**src/rtl/seq_mult_pkg.sv**
```systemverilog
// rtl/seq_mult_pkg.sv - shared types and helpers for the shift-add multiplier
package seq_mult_pkg;

  typedef enum logic [1:0] {
    ST_IDLE = 2'd0,
    ST_BUSY = 2'd1,
    ST_DONE = 2'd2
  } state_e;

  // Widest operand the magnitude helper handles; callers cast the result down.
  localparam int MAX_W = 64;

  function automatic int count_width(input int width);
    return (width < 2) ? 1 : $clog2(width);
  endfunction

  // Magnitude of a width-bit value held zero-extended in v; raw value when unsigned.
  // The most-negative input maps to 2^(width-1), which still fits width bits.
  function automatic logic [MAX_W-1:0] abs_ext(input logic [MAX_W-1:0] v,
                                               input int width,
                                               input logic is_signed);
    logic msb;
    msb = |(v & (MAX_W'(1) << (width - 1)));
    return (is_signed && msb) ? -v : v;
  endfunction

endpackage

```
**src/rtl/seq_mult_dp.sv**
```systemverilog
// rtl/seq_mult_dp.sv - accumulator, operand shifters and sign fix for the multiplier
module seq_mult_dp
  import seq_mult_pkg::*;
#(
  parameter int WIDTH = 8
) (
  input  logic               clk,
  input  logic               rst_n,
  input  logic               load,
  input  logic               step,
  input  logic               last,
  input  logic               in_signed,
  input  logic [WIDTH-1:0]   in1,
  input  logic [WIDTH-1:0]   in2,
  output logic               rest_zero,
  output logic [2*WIDTH-1:0] out_data
);

  logic [2*WIDTH-1:0] acc_q, acc_d;
  logic [WIDTH-1:0]   mag1_q, mag1_d;
  logic [2*WIDTH-1:0] mag2_q, mag2_d;
  logic               neg_q, neg_d;
  logic [2*WIDTH-1:0] out_data_q, out_data_d;
  logic [WIDTH-1:0]   abs1, abs2;
  logic [2*WIDTH-1:0] term, sum;

  assign abs1 = WIDTH'(abs_ext(MAX_W'(in1), WIDTH, in_signed));
  assign abs2 = WIDTH'(abs_ext(MAX_W'(in2), WIDTH, in_signed));

  // Next-state of the datapath: capture magnitudes on accept, add-and-shift per step.
  always_comb begin
    acc_d      = acc_q;
    mag1_d     = mag1_q;
    mag2_d     = mag2_q;
    neg_d      = neg_q;
    out_data_d = out_data_q;
    term       = mag1_q[0] ? mag2_q : '0;
    sum        = acc_q + term;
    if (load) begin
      acc_d  = '0;
      mag1_d = abs1;
      mag2_d = {{WIDTH{1'b0}}, abs2};
      neg_d  = in_signed & (in1[WIDTH-1] ^ in2[WIDTH-1]);
    end else if (step) begin
      acc_d  = sum;
      mag1_d = mag1_q >> 1;
      mag2_d = mag2_q << 1;
      if (last) begin
        out_data_d = neg_q ? -sum : sum;
      end
    end
  end

  // Datapath registers with synchronous clear.
  always_ff @(posedge clk) begin
    if (!rst_n) begin
      acc_q      <= '0;
      mag1_q     <= '0;
      mag2_q     <= '0;
      neg_q      <= 1'b0;
      out_data_q <= '0;
    end else begin
      acc_q      <= acc_d;
      mag1_q     <= mag1_d;
      mag2_q     <= mag2_d;
      neg_q      <= neg_d;
      out_data_q <= out_data_d;
    end
  end

  // Multiplier bits still to be scanned after this step's shift are all zero.
  assign rest_zero = (mag1_q >> 1) == '0;
  assign out_data  = out_data_q;

endmodule

```
**src/rtl/seq_mult_hs.sv**
```systemverilog
// rtl/seq_mult_hs.sv - handshaked shift-add sequential multiplier, control FSM
module seq_mult_hs
  import seq_mult_pkg::*;
#(
  parameter int WIDTH      = 8,
  parameter int EARLY_EXIT = 0
) (
  input  logic               clk,
  input  logic               rst_n,
  input  logic               in_valid,
  output logic               in_ready,
  input  logic               in_signed,
  input  logic [WIDTH-1:0]   in1,
  input  logic [WIDTH-1:0]   in2,
  output logic               out_valid,
  input  logic               out_ready,
  output logic [2*WIDTH-1:0] out_data,
  output logic               busy
);

  localparam int CW = count_width(WIDTH);

  state_e          state_q, state_d;
  logic [CW-1:0]   count_q, count_d;
  logic            out_valid_q, out_valid_d;
  logic            load, step, last, rest_zero;

  // A result leaving DONE frees the block for new operands on the same edge.
  assign in_ready = rst_n &&
                    ((state_q == ST_IDLE) || ((state_q == ST_DONE) && out_ready));

  // Next state, step counter and result-valid control.
  always_comb begin
    state_d     = state_q;
    count_d     = count_q;
    out_valid_d = out_valid_q;
    load        = 1'b0;
    step        = 1'b0;
    last        = 1'b0;
    case (state_q)
      ST_IDLE: begin
        if (in_valid && in_ready) begin
          load    = 1'b1;
          count_d = '0;
          state_d = ST_BUSY;
        end
      end
      ST_BUSY: begin
        step    = 1'b1;
        last    = (count_q == CW'(WIDTH - 1)) || ((EARLY_EXIT != 0) && rest_zero);
        count_d = count_q + 1'b1;
        if (last) begin
          count_d     = '0;
          out_valid_d = 1'b1;
          state_d     = ST_DONE;
        end
      end
      ST_DONE: begin
        if (out_ready) begin
          out_valid_d = 1'b0;
          state_d     = ST_IDLE;
          if (in_valid && in_ready) begin
            load    = 1'b1;
            count_d = '0;
            state_d = ST_BUSY;
          end
        end
      end
      default: begin
        out_valid_d = 1'b0;
        count_d     = '0;
        state_d     = ST_IDLE;
      end
    endcase
  end

  // Control registers with synchronous clear.
  always_ff @(posedge clk) begin
    if (!rst_n) begin
      state_q     <= ST_IDLE;
      count_q     <= '0;
      out_valid_q <= 1'b0;
    end else begin
      state_q     <= state_d;
      count_q     <= count_d;
      out_valid_q <= out_valid_d;
    end
  end

  seq_mult_dp #(.WIDTH(WIDTH)) u_dp (
    .clk       (clk),
    .rst_n     (rst_n),
    .load      (load),
    .step      (step),
    .last      (last),
    .in_signed (in_signed),
    .in1       (in1),
    .in2       (in2),
    .rest_zero (rest_zero),
    .out_data  (out_data)
  );

  assign out_valid = out_valid_q;
  assign busy      = (state_q == ST_BUSY);

endmodule

```
**config.mk**
```make
export PLATFORM = sky130hd
export DESIGN_NAME = seq_mult_hs
export DESIGN_NICKNAME = d
export VERILOG_FILES = /design/src/rtl/seq_mult_pkg.sv /design/src/rtl/seq_mult_dp.sv /design/src/rtl/seq_mult_hs.sv
export SDC_FILE = /design/constraint.sdc
export NUM_CORES = 1
export LEC_CHECK = 0
export ABC_AREA = 1
export CORE_ASPECT_RATIO = 1.2
export CORE_MARGIN = 1
export CORE_UTILIZATION = 40
export CTS_BUF_LIST = sky130_fd_sc_hd__clkbuf_8
export DETAILED_ROUTE_END_ITERATION = 7
export GPL_ROUTABILITY_DRIVEN = 0
export PLACE_DENSITY = 0.68
export SLEW_MARGIN = 15
export SYNTH_ARGS = -nofsm -noshare
export SYNTH_HDL_FRONTEND = slang
export SYNTH_SLANG_ARGS = --single-unit
```
**constraint.sdc**
```tcl
create_clock -name clk -period 7 [get_ports clk]
set_input_delay 0.7 -clock clk [delete_from_list [all_inputs] [get_ports clk]]
set_output_delay 0.7 -clock clk [all_outputs]
set_load 0.03 [all_outputs]
```
==> impl_metrics.csv, run 1 <==
group,metric,value,unit
logic_synthesis,netlist_top_cells_area,"dfxtp_1 30%, nand2_1 20%, inv_1 9.2%, nor2_1 6.0%, ha_1 5.9%",
routing,met1_length,4540,um
clocking,insertion_delay,0.35,ns
power_and_ir_drop,clkPwrFrac,0.388,
finish,multiInputGateArea,0.00248,mm2
routing,antenna_left,0,
die,die_y,115,um
placement,pre_cts_ws,3.21,ns
placement,port_buffers,39,
logic_synthesis,syn_area,0.00424,mm2
logic_synthesis,synth_commonest_cells,"223 x nand2_1, 104 x inv_1, 68 x nor2_1",
finish,regArea,0.00126,mm2
routing,avgRoutedWirePerCell,12.0,um
grt,grt_max_degree,32,
finish,drive_gt1_frac,0.0693,
routing,dr.pass1.iters,7,
routing,drt_iter0_markers,195,
routing,drt-total-wl,10100,um
logic_synthesis,synth_top_area_frac,0.297,
routing,highest_layer,"met4",
power_and_ir_drop,p_int,0.580,mW
timing,fin_setup_tns,0,ns
placement,place_inst,832,
worst_setup_path,reg2regPathDepth,21,
die,io_pins,40,
die,rows,40,
worst_setup_path,cp_max_fo,27,
logic_synthesis,ys_seq_area_frac,0.297,
routing,vias,4198,
die,dieArea,0.0110,mm2
die,fp.dieW,96.0,um
power_and_ir_drop,p_per_area,169,mW/mm2
status,status,"finished, final reports clean",
grt,antenna_found_initial,0,
logic_synthesis,synth_nets,729,
clocking,cts.clk_slew.worst_paths,0.08,ns
min_path,holdCritPathClass,"reg2reg",
routing,vias_per_cell,4.95,
grt,grt_overflow,0,
clocking,cts_resized,0,
worst_setup_path,startpoint_type,"input pin",
finish,diodes,0,
timing,max_slew_margin,0.293,
clocking,cts.sinks,63,
worst_setup_path,crit_type,"in2out",
logic_synthesis,ys_types,38,
clocking,cts-buffers-inserted,9,
timing,finalSetupViolCount,0,
clocking,cts_root_buf,"clkbuf_8",
power_and_ir_drop,comb_power_share,0.153,
placement,dpl.hpwl,7670,um
die,core_region_area,0.0102,mm2
logic_synthesis,synth_warnings,0,
clocking,cts_max_path_buffers,2,
power_and_ir_drop,switchingPower,0.247,mW
logic_synthesis,synthMostInstantiatedCell,"nand2_1",
logic_synthesis,ys_seq_elements,63,
logic_synthesis,synth_area_per_cell,6.17,um2
power_and_ir_drop,seq_power_share,0.460,
timing,finalMaxSlewViolations,0,
finish,stdcell_count,848,
worst_setup_path,required,6.30,ns
timing,clock_skew,0.0105,ns
clocking,post-cts-setup-buffer-count,0,
grt,grt_pass1_wl,17400,um
clocking,h-tree-depth,3,
worst_setup_path,arrival,2.86,ns
timing,period_needed,3.56,ns
timing,rsz0062_at_grt,"false",
grt,groute.usage.overall,0.201,
logic_synthesis,yosys.area.top_type,"dfxtp_1",
power_and_ir_drop,p_leak,2.55,nW
clocking,cts_tree,"done",
timing,hold_viol,0,
timing,fin_crit_sh,0.509,
timing,fin_ws,3.44,ns
logic_synthesis,synth_ff_type,"dfxtp_1",
logic_synthesis,async_flop_share,0,
timing,tightest_slew,1.06,ns
clocking,cts_hold_buffers,0,
power_and_ir_drop,ir_worst_vdd,0.000103,V
min_path,hold_depth,2,
finish,nNetsFinal,759,
logic_synthesis,synthCells,687,
routing,wl_met3,284,um
routing,wl_met2,5020,um
finish,fillCellCount,1066,
worst_setup_path,crit_path_end_kind,"output pin",
die,initial_core_util,0.417,
logic_synthesis,synth_enable_flop_cells,0,
run,drv_cap,0,
grt,grt_pass1_vias,3941,
power_and_ir_drop,p_sw_frac,0.299,
routing,drc,0,
finish,syn_to_final_growth,15.8,%
timing,fmax,281,MHz
## power by group through the flow
stage	Clock, mW	Sequential, mW	Combinational [mW]
5_1_grt	0.343	0.382	0.143
3_3_place_gp	0	0.388	0.124
6_report	0.321	0.381	0.126
3_5_place_dp	0	0.389	0.126
2_1_floorplan	0	0.383	0.0925
4_1_cts	0.330	0.381	0.127
## sequential cells by signal (all words and copies together) (netlist names)
register / count
u_dp.acc_q: 16
u_dp.mag2_q: 16
u_dp.out_data: 16
u_dp.mag1_q: 8
count_q: 3
state_q: 2
out_valid: 1
u_dp.neg_q: 1
## stage by stage
stage	hold slack, ns	total power [mW]	instance area, um2	utilization
final	0.468	0.828	4910	0.483
after global routing	0.486	0.869	4910	0.483
after CTS	0.464	0.837	4910	0.483
after detailed placement	0.453	0.515	4710	0.464
after global placement	0.452	0.512	4710	0.464
after floorplan	0.432	0.476	4240	-
## metal layers
layer	up-vias	track usage
met2	81	0.363
li1	2218	-
met5	-	0
met1	1873	0.233
met3	26	0.0304
met4	0	0.0856
## final cells by class
cell class / instances / share of cell area
Clock buffer: 9 / 0.0252
Clock inverter: 7 / 0.0148
Inverter: 109 / 0.0834
Multi-Input combinational cell: 493 / 0.505
Sequential cell: 63 / 0.257
Tap cell: 126 / 0.0321
Timing Repair Buffer: 41 / 0.0826
## critical path: stages
cell and delay, ns:
clkdlybuf4s50_1 0.84, inv_2 0.35, nor3_2 0.26, clkdlybuf4s50_1 0.70
## placed cells by master (no fill, tap or decap), drive strengths merged, types with 3 or more instances in the layout
cell / n
nor3: 6
ha: 20
nand4: 5
xor2: 9
dfxtp: 63
nor2: 71
clkbuf: 9
inv: 110
o221ai: 8
nand3b: 7
clkdlybuf4s50: 39
nand2: 237
a31oi: 6
clkinv: 3
nand3: 34
o21ai: 35
a21oi: 38
## path summary, 6_finish.rpt
check	startpoint	to	slack (ns)
min reg2reg	u_dp.mag1_q[5]$_SDFFE_PN0P_	u_dp.mag1_q[5]$_SDFFE_PN0P_	0.47
max reg2reg	u_dp.mag1_q[0]$_SDFFE_PN0P_	u_dp.out_data[14]$_SDFFE_PN0P_	3.68
max	rst_n	in_ready	3.44
min	u_dp.mag1_q[5]$_SDFFE_PN0P_	u_dp.mag1_q[5]$_SDFFE_PN0P_	0.47
## cells by family (layout without fill, tap and decap cells)
group	after synthesis	after routing	synth area share
fa+ha+maj	21	21	0.0637
compound gates	98	98	0.134
buf+inv	131	166	0.119
xor+xnor	10	10	0.0207
flops	63	63	0.297
simple gates	364	364	0.365
Note: power is estimated with default switching activity, not from simulation.
==> run 2, diff against run 1 <==
- PLACE_DENSITY: 0.68 -> 0.7
- clock period: 7 -> 2.95 ns (I/O delays scaled with it)
==> impl_metrics.csv, run 2 (same netlist as run 1, synthesis figures left out) <==
group,metric,value,unit
timing,fmax,384,MHz
power_and_ir_drop,p_leak,2.59,nW
worst_setup_path,crit_buf_inv,4,
status,status,"finished, final reports clean",
routing,vias_per_cell,4.94,
worst_setup_path,reg2reg_slack,0.35,ns
timing,rsz0062_at_grt,"false",
timing,finalSetupViolCount,0,
clocking,cts.sinks,63,
worst_setup_path,crit_chain,"nand2_1, inv_1, ha_2, inv_1, fa_1, ha_1, inv_1, nor2_1, nand3_1, nor2_1, nand2_1, nor2_1, nand2_1, nand2_2, nand3_1, nand2_1, nand3_1, nand2_1, inv_1",
die,dieArea,0.0110,mm2
power_and_ir_drop,ir_worst_vdd,0.000185,V
routing,dr.pass1.iters,4,
worst_setup_path,reg2regPathDepth,19,
worst_setup_path,arrival,2.86,ns
grt,grt_overflow,0,
timing,finalMaxSlewViolations,0,
routing,drt-total-wl,10000,um
timing,hold_viol,0,
clocking,cts.clk_slew.worst_paths,0.08,ns
worst_setup_path,regToRegStartpoint,"u_dp.mag2_q[0]$_SDFFE_PN0P_",
routing,drc,0,
run,drv_cap,0,
worst_setup_path,required,3.20,ns
clocking,insertion_delay,0.35,ns
worst_setup_path,critical_path_cell_count,19,
die,core_region_area,0.0102,mm2
finish,nNetsFinal,766,
timing,clock_skew,0.0121,ns
worst_setup_path,critPathLaunch,"u_dp.mag2_q[0]$_SDFFE_PN0P_",
clocking,h-tree-depth,3,
worst_setup_path,critPathTopFamily,"simple AND/OR/NAND/NOR gates",
clocking,cts_max_path_buffers,2,
routing,avgRoutedWirePerCell,11.7,um
routing,drt_iter0_markers,152,
worst_setup_path,cp_max_fo,5,
worst_setup_path,cpMostUsedCell,"nand2_1",
worst_setup_path,startpoint_type,"flop",
finish,final_common_cell,"nand2_1",
timing,period_needed,2.60,ns
finish,finalCoreUtilization,0.490,
grt,antenna_found_initial,0,
clocking,cts_tree,"done",
timing,max_slew_margin,0.641,
die,rows,40,
placement,dpl.hpwl,7650,um
clocking,cts_root_buf,"clkbuf_8",
worst_setup_path,worstSetupEndpoint,"u_dp.out_data[14]$_SDFFE_PN0P_",
timing,tightest_slew,0.538,ns
grt,grt_pass1_vias,4038,
die,fp.dieW,96.0,um
worst_setup_path,slowest_stage,"fa_1",
worst_setup_path,r2r_end,"u_dp.out_data[14]$_SDFFE_PN0P_",
worst_setup_path,cp_slowest_stage_delay,0.54,ns
min_path,holdCritPathClass,"reg2reg",
die,die_y,115,um
power_and_ir_drop,p_per_area,407,mW/mm2
worst_setup_path,crit_type,"reg2reg",
clocking,cts-buffers-inserted,9,
placement,port_buffers,39,
die,initial_core_util,0.417,
routing,antenna_left,0,
finish,final_cell_mix,"223 x nand2_1, 105 x inv_1, 66 x nor2_1, 63 x dfxtp_1, 39 x clkdlybuf4s50_1",
worst_setup_path,crit_path_end_kind,"flop",
finish,drive_gt1_frac,0.0782,
grt,grt_pass1_wl,17200,um
grt,groute.usage.overall,0.198,
die,io_pins,40,
grt,grt_max_degree,32,
timing,fin_crit_sh,0.883,
finish,syn_to_final_growth,17.4,%
routing,vias,4226,
timing,fin_setup_tns,0,ns
finish,diodes,0,
run 2: changes by cell type in the layout (fill, tap and decap cells not counted), sizes merged:
cell	before	now
buf	2	9
bufinv	1	2
clkinv	3	2
run 2: area by class of cell:
| type | instances | area [um2] |
|---|---|---|
| Clock inverter | 7 | 88.8 |
| Inverter | 109 | 409 |
| Tap cell | 126 | 158 |
| Timing Repair Buffer | 48 | 458 |
| Multi-Input combinational cell | 493 | 2480 |
| Sequential cell | 63 | 1260 |
| Clock buffer | 9 | 124 |
| Fill cell | 1033 | 5180 |
run 2: how the worst min path moves through the flow:
stage	start	endpoint	slack, ns	depth (start not counted)
global route	u_dp.mag1_q[7]$_SDFFE_PN0P_	u_dp.mag1_q[7]$_SDFFE_PN0P_	0.49	2
global placement	count_q[0]$_SDFFE_PN0P_	count_q[0]$_SDFFE_PN0P_	0.45	1
finish	count_q[0]$_SDFFE_PN0P_	count_q[0]$_SDFFE_PN0P_	0.46	1
detailed placement	count_q[0]$_SDFFE_PN0P_	count_q[0]$_SDFFE_PN0P_	0.46	1
CTS	count_q[0]$_SDFFE_PN0P_	count_q[0]$_SDFFE_PN0P_	0.47	1
floorplan	count_q[0]$_SDFFE_PN0P_	count_q[0]$_SDFFE_PN0P_	0.43	1
run 2: what timing repair did:
item                       CTS  global route
hold buffers                 0             0
setup endpoints to repair    0             1
gates resized for setup      0             1
buffers inserted             0             0
run 2: through the flow:
step                setup WS, ns  cells  power (mW)  instance area [um2]  hold WS (ns)
detailed placement         0.303    839        1.23                 4760         0.459
finish                     0.346    855        2.03                 4980         0.461
global route              0.0124    855        2.12                 4980         0.494
CTS                        0.313    855        2.05                 4980         0.469
floorplan                 0.0760    687        1.13                 4240         0.432
global placement           0.393    839        1.22                 4760         0.450
run 2: where the power goes:
| group | leakage (nW) | internal [mW] | total [mW] | switching, mW |
|---|---|---|---|---|
| combinational | 1.97 | 0.116 | 0.314 | 0.197 |
| sequential | 0.511 | 0.877 | 0.897 | 0.0205 |
| clock | 0.106 | 0.469 | 0.814 | 0.345 |
run 2: per-layer routing:
layer	share of wire	GRT usage	up-vias
met4	0.048	0.113	0
li1	-	-	2233
met3	0.049	0.0417	30
met5	0	0	-
met1	0.43	0.220	1855
met2	0.48	0.343	108
run 2: worst register-to-register path, stage by stage (launching register included):
cell,delay [ns]
dfxtp_1,0.35
nand2_1,0.07
inv_1,0.05
ha_2,0.21
inv_1,0.06
fa_1,0.54
ha_1,0.20
inv_1,0.05
nor2_1,0.09
nand3_1,0.09
nor2_1,0.10
nand2_1,0.07
nor2_1,0.12
nand2_1,0.10
nand2_2,0.11
nand3_1,0.08
nand2_1,0.06
nand3_1,0.06
nand2_1,0.07
inv_1,0.03
==> run 3, diff against run 2 <==
- CTS_CLUSTER_SIZE: default -> 30
- MAX_ROUTING_LAYER: default -> met4
==> impl_metrics.csv, run 3 (same netlist as run 1, synthesis figures left out) <==
group,metric,value,unit
timing,max_slew_margin,0.643,
grt,grt_overflow,0,
finish,multiInputGateArea,0.00248,mm2
routing,drt-total-wl,10000,um
finish,stdcell_count,855,
clocking,cts_tree,"done",
timing,fmax,384,MHz
placement,dpl.hpwl,7650,um
clocking,cts_max_path_buffers,2,
worst_setup_path,slowest_stage,"fa_1",
timing,fin_crit_sh,0.884,
power_and_ir_drop,p_sw_frac,0.278,
timing,finalSetupViolCount,0,
timing,rsz0062_at_grt,"false",
grt,grtUsageMet2,0.343,
die,core_region_area,0.0102,mm2
clocking,cts.sinks,63,
grt,grt_pass1_vias,4035,
routing,antenna_left,0,
timing,tightest_slew,0.534,ns
clocking,cts_root_buf,"clkbuf_8",
clocking,h-tree-depth,3,
routing,vias_per_cell,4.95,
min_path,min_to,"count_q[0]$_SDFFE_PN0P_",
worst_setup_path,regToRegStartpoint,"u_dp.mag2_q[0]$_SDFFE_PN0P_",
worst_setup_path,cpMostUsedCell,"nand2_1",
finish,syn_to_final_growth,17.4,%
worst_setup_path,cp_max_fo,5,
worst_setup_path,startpoint_type,"flop",
die,initial_core_util,0.417,
worst_setup_path,reg2reg_slack,0.34,ns
grt,grt-busiest-layer,"met2",
finish,nNetsFinal,766,
worst_setup_path,cp_slowest_stage_delay,0.54,ns
power_and_ir_drop,ir_worst_vdd,0.000185,V
finish,fillCellCount,1033,
power_and_ir_drop,p_total,2.03,mW
timing,hold_viol,0,
power_and_ir_drop,clkPwrFrac,0.402,
worst_setup_path,crit_path_end_kind,"flop",
power_and_ir_drop,switchingPower,0.563,mW
worst_setup_path,crit_chain,"nand2_1, inv_1, ha_2, inv_1, fa_1, ha_1, inv_1, nor2_1, nand3_1, nor2_1, nand2_1, nor2_1, nand2_1, nand2_2, nand3_1, nand2_1, nand3_1, nand2_1, inv_1",
finish,regArea,0.00126,mm2
worst_setup_path,required,3.21,ns
power_and_ir_drop,p_leak,2.59,nW
grt,grt_pass1_wl,17200,um
clocking,cts-buffers-inserted,9,
power_and_ir_drop,comb_power_share,0.155,
timing,period_needed,2.61,ns
timing,clock_skew,0.0122,ns
clocking,cts.clk_slew.worst_paths,0.08,ns
routing,drt_iter0_markers,142,
die,die_y,115,um
run,drv_cap,0,
routing,dr.pass1.iters,5,
die,io_pins,40,
finish,drive_gt1_frac,0.0782,
routing,vias,4234,
die,dieArea,0.0110,mm2
grt,antenna_found_initial,0,
finish,final_cell_mix,"223 x nand2_1, 105 x inv_1, 66 x nor2_1, 63 x dfxtp_1, 39 x clkdlybuf4s50_1",
die,fp.dieW,96.0,um
status,status,"finished, final reports clean",
finish,final_common_cell,"nand2_1",
worst_setup_path,arrival,2.86,ns
placement,place_inst,839,
die,rows,40,
clocking,post-cts-setup-buffer-count,0,
grt,met3_usage,0.0417,
clocking,cts_hold_buffers,0,
min_path,min_from,"count_q[0]$_SDFFE_PN0P_",
grt,grt_max_degree,32,
power_and_ir_drop,p_int,1.46,mW
power_and_ir_drop,p_per_area,407,mW/mm2
routing,drc,0,
routing,avgRoutedWirePerCell,11.7,um
timing,finalMaxSlewViolations,0,
worst_setup_path,reg2regPathDepth,19,
placement,port_buffers,39,
clocking,insertion_delay,0.35,ns
grt,groute.usage.overall,0.204,
finish,diodes,0,
min_path,hold_depth,1,
grt,grt_use_met1,0.221,
worst_setup_path,crit_type,"reg2reg",
min_path,holdCritPathClass,"reg2reg",
worst_setup_path,r2r_end,"u_dp.out_data[14]$_SDFFE_PN0P_",
timing,fin_setup_tns,0,ns
power_and_ir_drop,seq_power_share,0.443,
[run 3: cell type report]
type,instances,area share
Multi-Input combinational cell,493,0.498
Sequential cell,63,0.253
Timing Repair Buffer,48,0.0920
Inverter,109,0.0822
Tap cell,126,0.0317
Clock buffer,9,0.0249
Clock inverter,7,0.0178
[run 3: repair_timing]
action,CTS,global route
resized for setup,0,1
setup endpoints to repair,0,1
endpoints found under the hold margin,0,0
[run 3: worst max-delay path by stage]
stage | from | end | cells past startpoint
2_1_floorplan | u_dp.mag1_q[0]$_SDFFE_PN0P_ | u_dp.out_data[14]$_SDFFE_PN0P_ | 21
3_3_place_gp | u_dp.mag2_q[0]$_SDFFE_PN0P_ | u_dp.out_data[14]$_SDFFE_PN0P_ | 19
3_5_place_dp | u_dp.mag2_q[0]$_SDFFE_PN0P_ | u_dp.out_data[14]$_SDFFE_PN0P_ | 19
4_1_cts | u_dp.mag2_q[0]$_SDFFE_PN0P_ | u_dp.out_data[14]$_SDFFE_PN0P_ | 19
5_1_grt | u_dp.mag2_q[0]$_SDFFE_PN0P_ | u_dp.out_data[12]$_SDFFE_PN0P_ | 19
6_report | u_dp.mag2_q[0]$_SDFFE_PN0P_ | u_dp.out_data[14]$_SDFFE_PN0P_ | 19
[run 3: routing by layer]
metal	part of all wire	wire length [um]
met3	0.046	456
met1	0.43	4310
met5	0	0
met2	0.48	4780
met4	0.048	481
[run 3: critical path, delay by kind of cell, from the launching register on]
| kind | cells | cell delay [ns] |
|---|---|---|
| AND/OR/NAND/NOR | 12 | 1.01 |
| adder cells (fa/ha/maj) | 3 | 0.95 |
| flip-flops | 1 | 0.35 |
| buffers and inverters | 4 | 0.19 |
[run 3: power by group through the flow]
stage | clock network (mW) | registers [mW] | logic (mW)
6_report | 0.815 | 0.897 | 0.313
5_1_grt | 0.865 | 0.900 | 0.357
4_1_cts | 0.835 | 0.897 | 0.315
3_5_place_dp | 0 | 0.917 | 0.314
3_3_place_gp | 0 | 0.916 | 0.309
2_1_floorplan | 0 | 0.909 | 0.220
[run 3: per-stage QoR]
| step | setup slack, ns | hold WS [ns] | util | instance area (um2) |
|---|---|---|---|---|
| 2_1_floorplan | 0.0760 | 0.432 | - | 4240 |
| 3_3_place_gp | 0.393 | 0.450 | 0.469 | 4760 |
| 3_5_place_dp | 0.303 | 0.459 | 0.469 | 4760 |
| 4_1_cts | 0.313 | 0.469 | 0.490 | 4980 |
| 5_1_grt | 0.0124 | 0.494 | 0.490 | 4980 |
| 6_report | 0.343 | 0.461 | 0.490 | 4980 |
==> patch 1: new RTL, flow settings as in run 2 <==
Re-encode `state_e` (3 states) as one-hot, 3 bits wide.
--- a/src/rtl/seq_mult_pkg.sv
+++ b/src/rtl/seq_mult_pkg.sv
@@ -2,8 +2,8 @@
 package seq_mult_pkg;
 
-  typedef enum logic [1:0] {
-    ST_IDLE = 2'd0,
-    ST_BUSY = 2'd1,
-    ST_DONE = 2'd2
+  typedef enum logic [2:0] {
+    ST_IDLE = 3'b001,
+    ST_BUSY = 3'b010,
+    ST_DONE = 3'b100
   } state_e;
 
Check against the original RTL: no difference found for any inputs over 4 cycles, from zero or initial values and one cycle with rst_n low; so few cycles prove little.
==> patch 1 against run 2 <==
Sequential cell count up 1; synthesized area up 0.65%; clock power is 11% higher; non-clock buffer count up 1; critical path depth increased by 2; global-route usage up 1.1 points; setup slack worse by 0.0087 ns; die area increased by 0.64%; core utilization is 0.35 points higher; design area rose by 1.2%; wire length increased by 5.8%; via count up 1.3%; total power grew 0.48%.
==> patch 1: results (changes against run 2) <==
[yosys]
synthAdderAreaFrac_pct=6.33  ; -0.041 points
synth_xor_area_share_pct=3.28  ; +1.2 points
synth_compound_area_share_pct=12.8  ; -0.56 points
synth_common_cells=nand2_1, inv_1, dfxtp_1, nor2_1, a21oi_1
syn_nets=726  ; -0.41%
synthTopCellsByArea=dfxtp_1, nand2_1, inv_1, ha_1, a21oi_1
synth_cell_types=37  ; -2.6%
seq_area_frac_synth_pct=30.0  ; +0.28 points

[layout]
nClkBuffers=10  ; +1
clock_area_share_pct=4.67  ; +0.40 points
multi_input_cells=492  ; -0.20%
multi_input_area_sq_mm=0.00250  ; +0.96%
inverters=106  ; -2.8%
area_share_nonclk_buffers_pct=9.19  ; -0.010 points
buffers=49  ; +2.1%
ff_latch_area_sq_mm=0.00128  ; +1.6%
drive_gt1_share_pct=8.12  ; +0.30 points

[global_routing]
grt_use_met3_pct=3.37  ; -0.79 points
grtUsageTotal_pct=20.9  ; +1.1 points
grt_pass1_wl_mm=18.2  ; +5.8%
use_met2_pct=35.9  ; +1.7 points
grt_max_degree=33  ; +3.1%
met1_usage_pct=25.1  ; +3.0 points

[timing]
slew_headroom_pct=25.9  ; -38 points
fin_skew_ns=0.0144  ; +0.00231 ns
whs_ns=0.466  ; +0.00442 ns

[worst_hold_path]
holdPathEnd=u_dp.mag1_q[7]
hold_depth=2  ; +1

[power]
comb_cell_power_uw=224  ; -29%
p_seq_share_pct=44.4  ; about the same
peakVddDrop_mv=0.197  ; +6.1%

[worst_setup_path]
arrival_ns=2.87  ; about the same
max_stage_delay_ns=0.39  ; -0.15 ns
r2r-end=u_dp.out_data[15]
reg2reg_depth=21  ; +2

[routing]
drtIter0Drc=291  ; +91%
dr_wl_met2_mm=4.99  ; +5.1%
wl_mm=10.6  ; +5.8%
first_pass_iters=5  ; +1
vias=4281  ; +1.3%

[place]
dp_hpwl_mm=8.19  ; +7.0%

[status]
status=completed

-- patch 1: cell count changes after synthesis, sizes merged, moves of 3 or more --
cell,before,now
nand2,237,242
nand3,34,39
o211ai,2,11
inv,109,106
o221ai,8,1
nor2,71,57
nor3,6,2
o21ai,35,26
xnor2,1,7
a22oi,0,4
a21oi,38,45
-- patch 1: metrics by stage --
| step | cells | util [%] | worst slack (ns) | total power (uW) | cell area, sq um |
|---|---|---|---|---|---|
| CTS | 853 | 49.3 | 0.343 | 2050 | 5040 |
| floorplan | 684 | - | 0.142 | 1060 | 4270 |
| detailed placement | 837 | 47.0 | 0.231 | 1150 | 4800 |
| global placement | 837 | 47.0 | 0.311 | 1140 | 4800 |
| finish | 853 | 49.4 | 0.338 | 2030 | 5040 |
| global route | 853 | 49.4 | 0.0242 | 2120 | 5040 |
-- patch 1: worst min-delay path: stages (launching register included) --
cell and delay, ns:
dfxtp_1 0.31, nand2_1 0.06, a21oi_1 0.05
==> patch 2: new RTL, config.mk and constraints of run 2 <==
Without the edit above. `WIDTH` is set to 8 in 2 places; all go to 10.
--- a/src/rtl/seq_mult_dp.sv
+++ b/src/rtl/seq_mult_dp.sv
@@ -3,5 +3,5 @@
   import seq_mult_pkg::*;
 #(
-  parameter int WIDTH = 8
+  parameter int WIDTH = 10
 ) (
   input  logic               clk,
--- a/src/rtl/seq_mult_hs.sv
+++ b/src/rtl/seq_mult_hs.sv
@@ -3,5 +3,5 @@
   import seq_mult_pkg::*;
 #(
-  parameter int WIDTH      = 8,
+  parameter int WIDTH      = 10,
   parameter int EARLY_EXIT = 0
 ) (
Ports: changed (resized in1, in2 and out_data); port bits go from 40 to 48. No check against the original RTL was run, so the function may have changed too.
==> patch 2 against run 2 <==
Via count grew 34%; first-iteration DRC count up 86%; synthesized area increased by 32%; design area grew 30%; count of clock-buffer cells in the layout is the same; hold slack improved by 0.0048 ns; wire length increased by 47%; sequential cell count increased by 15; setup slack worse by 0.091 ns; total power is 20% higher; sequential share of layout area shrank 1.2 points; non-clock buffer count grew 11; critical endpoint is now u_dp.out_data[19]; largest power group unchanged.
==> patch 2: results (changes against run 2) <==
[status]
status=completed

[power]
internal_power_uw=1660  ; +13%
clk-power_uw=827  ; +2%
peakVddDrop_mv=0.217  ; +17%
p_switching_uw=775  ; +38%
p_leak_uw=0.00314  ; +21%
p_seq_uw=1110  ; +24%

[routing]
wl_met3_microns=600  ; +23%
first_pass_iters=5  ; +1
wl_mm=14.7  ; +47%
vias_per_cell=5.06  ; +2.3%
dr_wl_met2_mm=6.95  ; +46%

[yosys]
synthAdderAreaFrac_pct=5.72  ; -0.66 points
syn_nets=955  ; +31%
seq_area_frac_synth_pct=27.9  ; -1.9 points
synthTopCellsByArea=dfxtp_1, nand2_1, inv_1, nand3_1, ha_1

[global_routing]
grt_use_met3_pct=3.87  ; -0.30 points
met1_usage_pct=25.9  ; +3.9 points
grt_max_degree=39  ; +22%
use_met2_pct=34.8  ; +0.48 points
grtUsageTotal_pct=21.6  ; +1.8 points
grt_pass1_wl_mm=24.3  ; +42%
grt_pass1_vias=5290  ; +31%

[place]
port_buffers=47  ; +21%
post-place-ws_ns=0.274  ; -0.0292 ns
dp_hpwl_mm=11.4  ; +49%
place_area_sq_mm=0.00626  ; +31%
dp_cells=1107  ; +32%

[worst_setup_path]
critical-path-slowest-cell=dfxtp_1
r2r-end=u_dp.out_data[19]
cp-startpoint=u_dp.mag1_q[0]

[worst_hold_path]
holdPathEnd=u_dp.mag1_q[7]
hold_depth=2  ; +1
min_from=u_dp.mag1_q[7]

[layout]
final_nets=997  ; +30%
nFillCells=1447  ; +40%

[timing]
whs_ns=0.466  ; +0.00484 ns
fin_skew_ns=0.0117  ; -0.000407 ns

patch 2: changes by cell type after synthesis, sizes merged, moves of 5 or more:
cell,run 2,this run
xor2,9,15
nand3b,7,1
a21oi,38,60
inv,109,134
a31oi,6,11
clkbuf,15,23
o21ai,35,51
nand2,237,297
nand3,34,70
dfxtp,63,78
nor2,71,89
patch 2: worst register-to-register path, delay by kind of cell, from the launching register on:
| family | cells | cell delay (ns) |
|---|---|---|
| compound gates | 3 | 0.43 |
| fa+ha+maj | 1 | 0.34 |
| buf+inv | 4 | 0.44 |
| simple gates | 7 | 0.72 |
| xor+xnor | 1 | 0.36 |
| flops | 1 | 0.36 |
patch 2: final cells by class:
class / count / area [sq um] / share of cell area (%)
flip-flops and latches: 78 / 1560 / 24.1
repair buffers: 59 / 564 / 8.72
clock buffers: 9 / 124 / 1.91
inverters: 134 / 503 / 7.78
clock inverters: 7 / 73.8 / 1.14
well taps: 171 / 214 / 3.31
multi-input cells: 665 / 3430 / 53.0
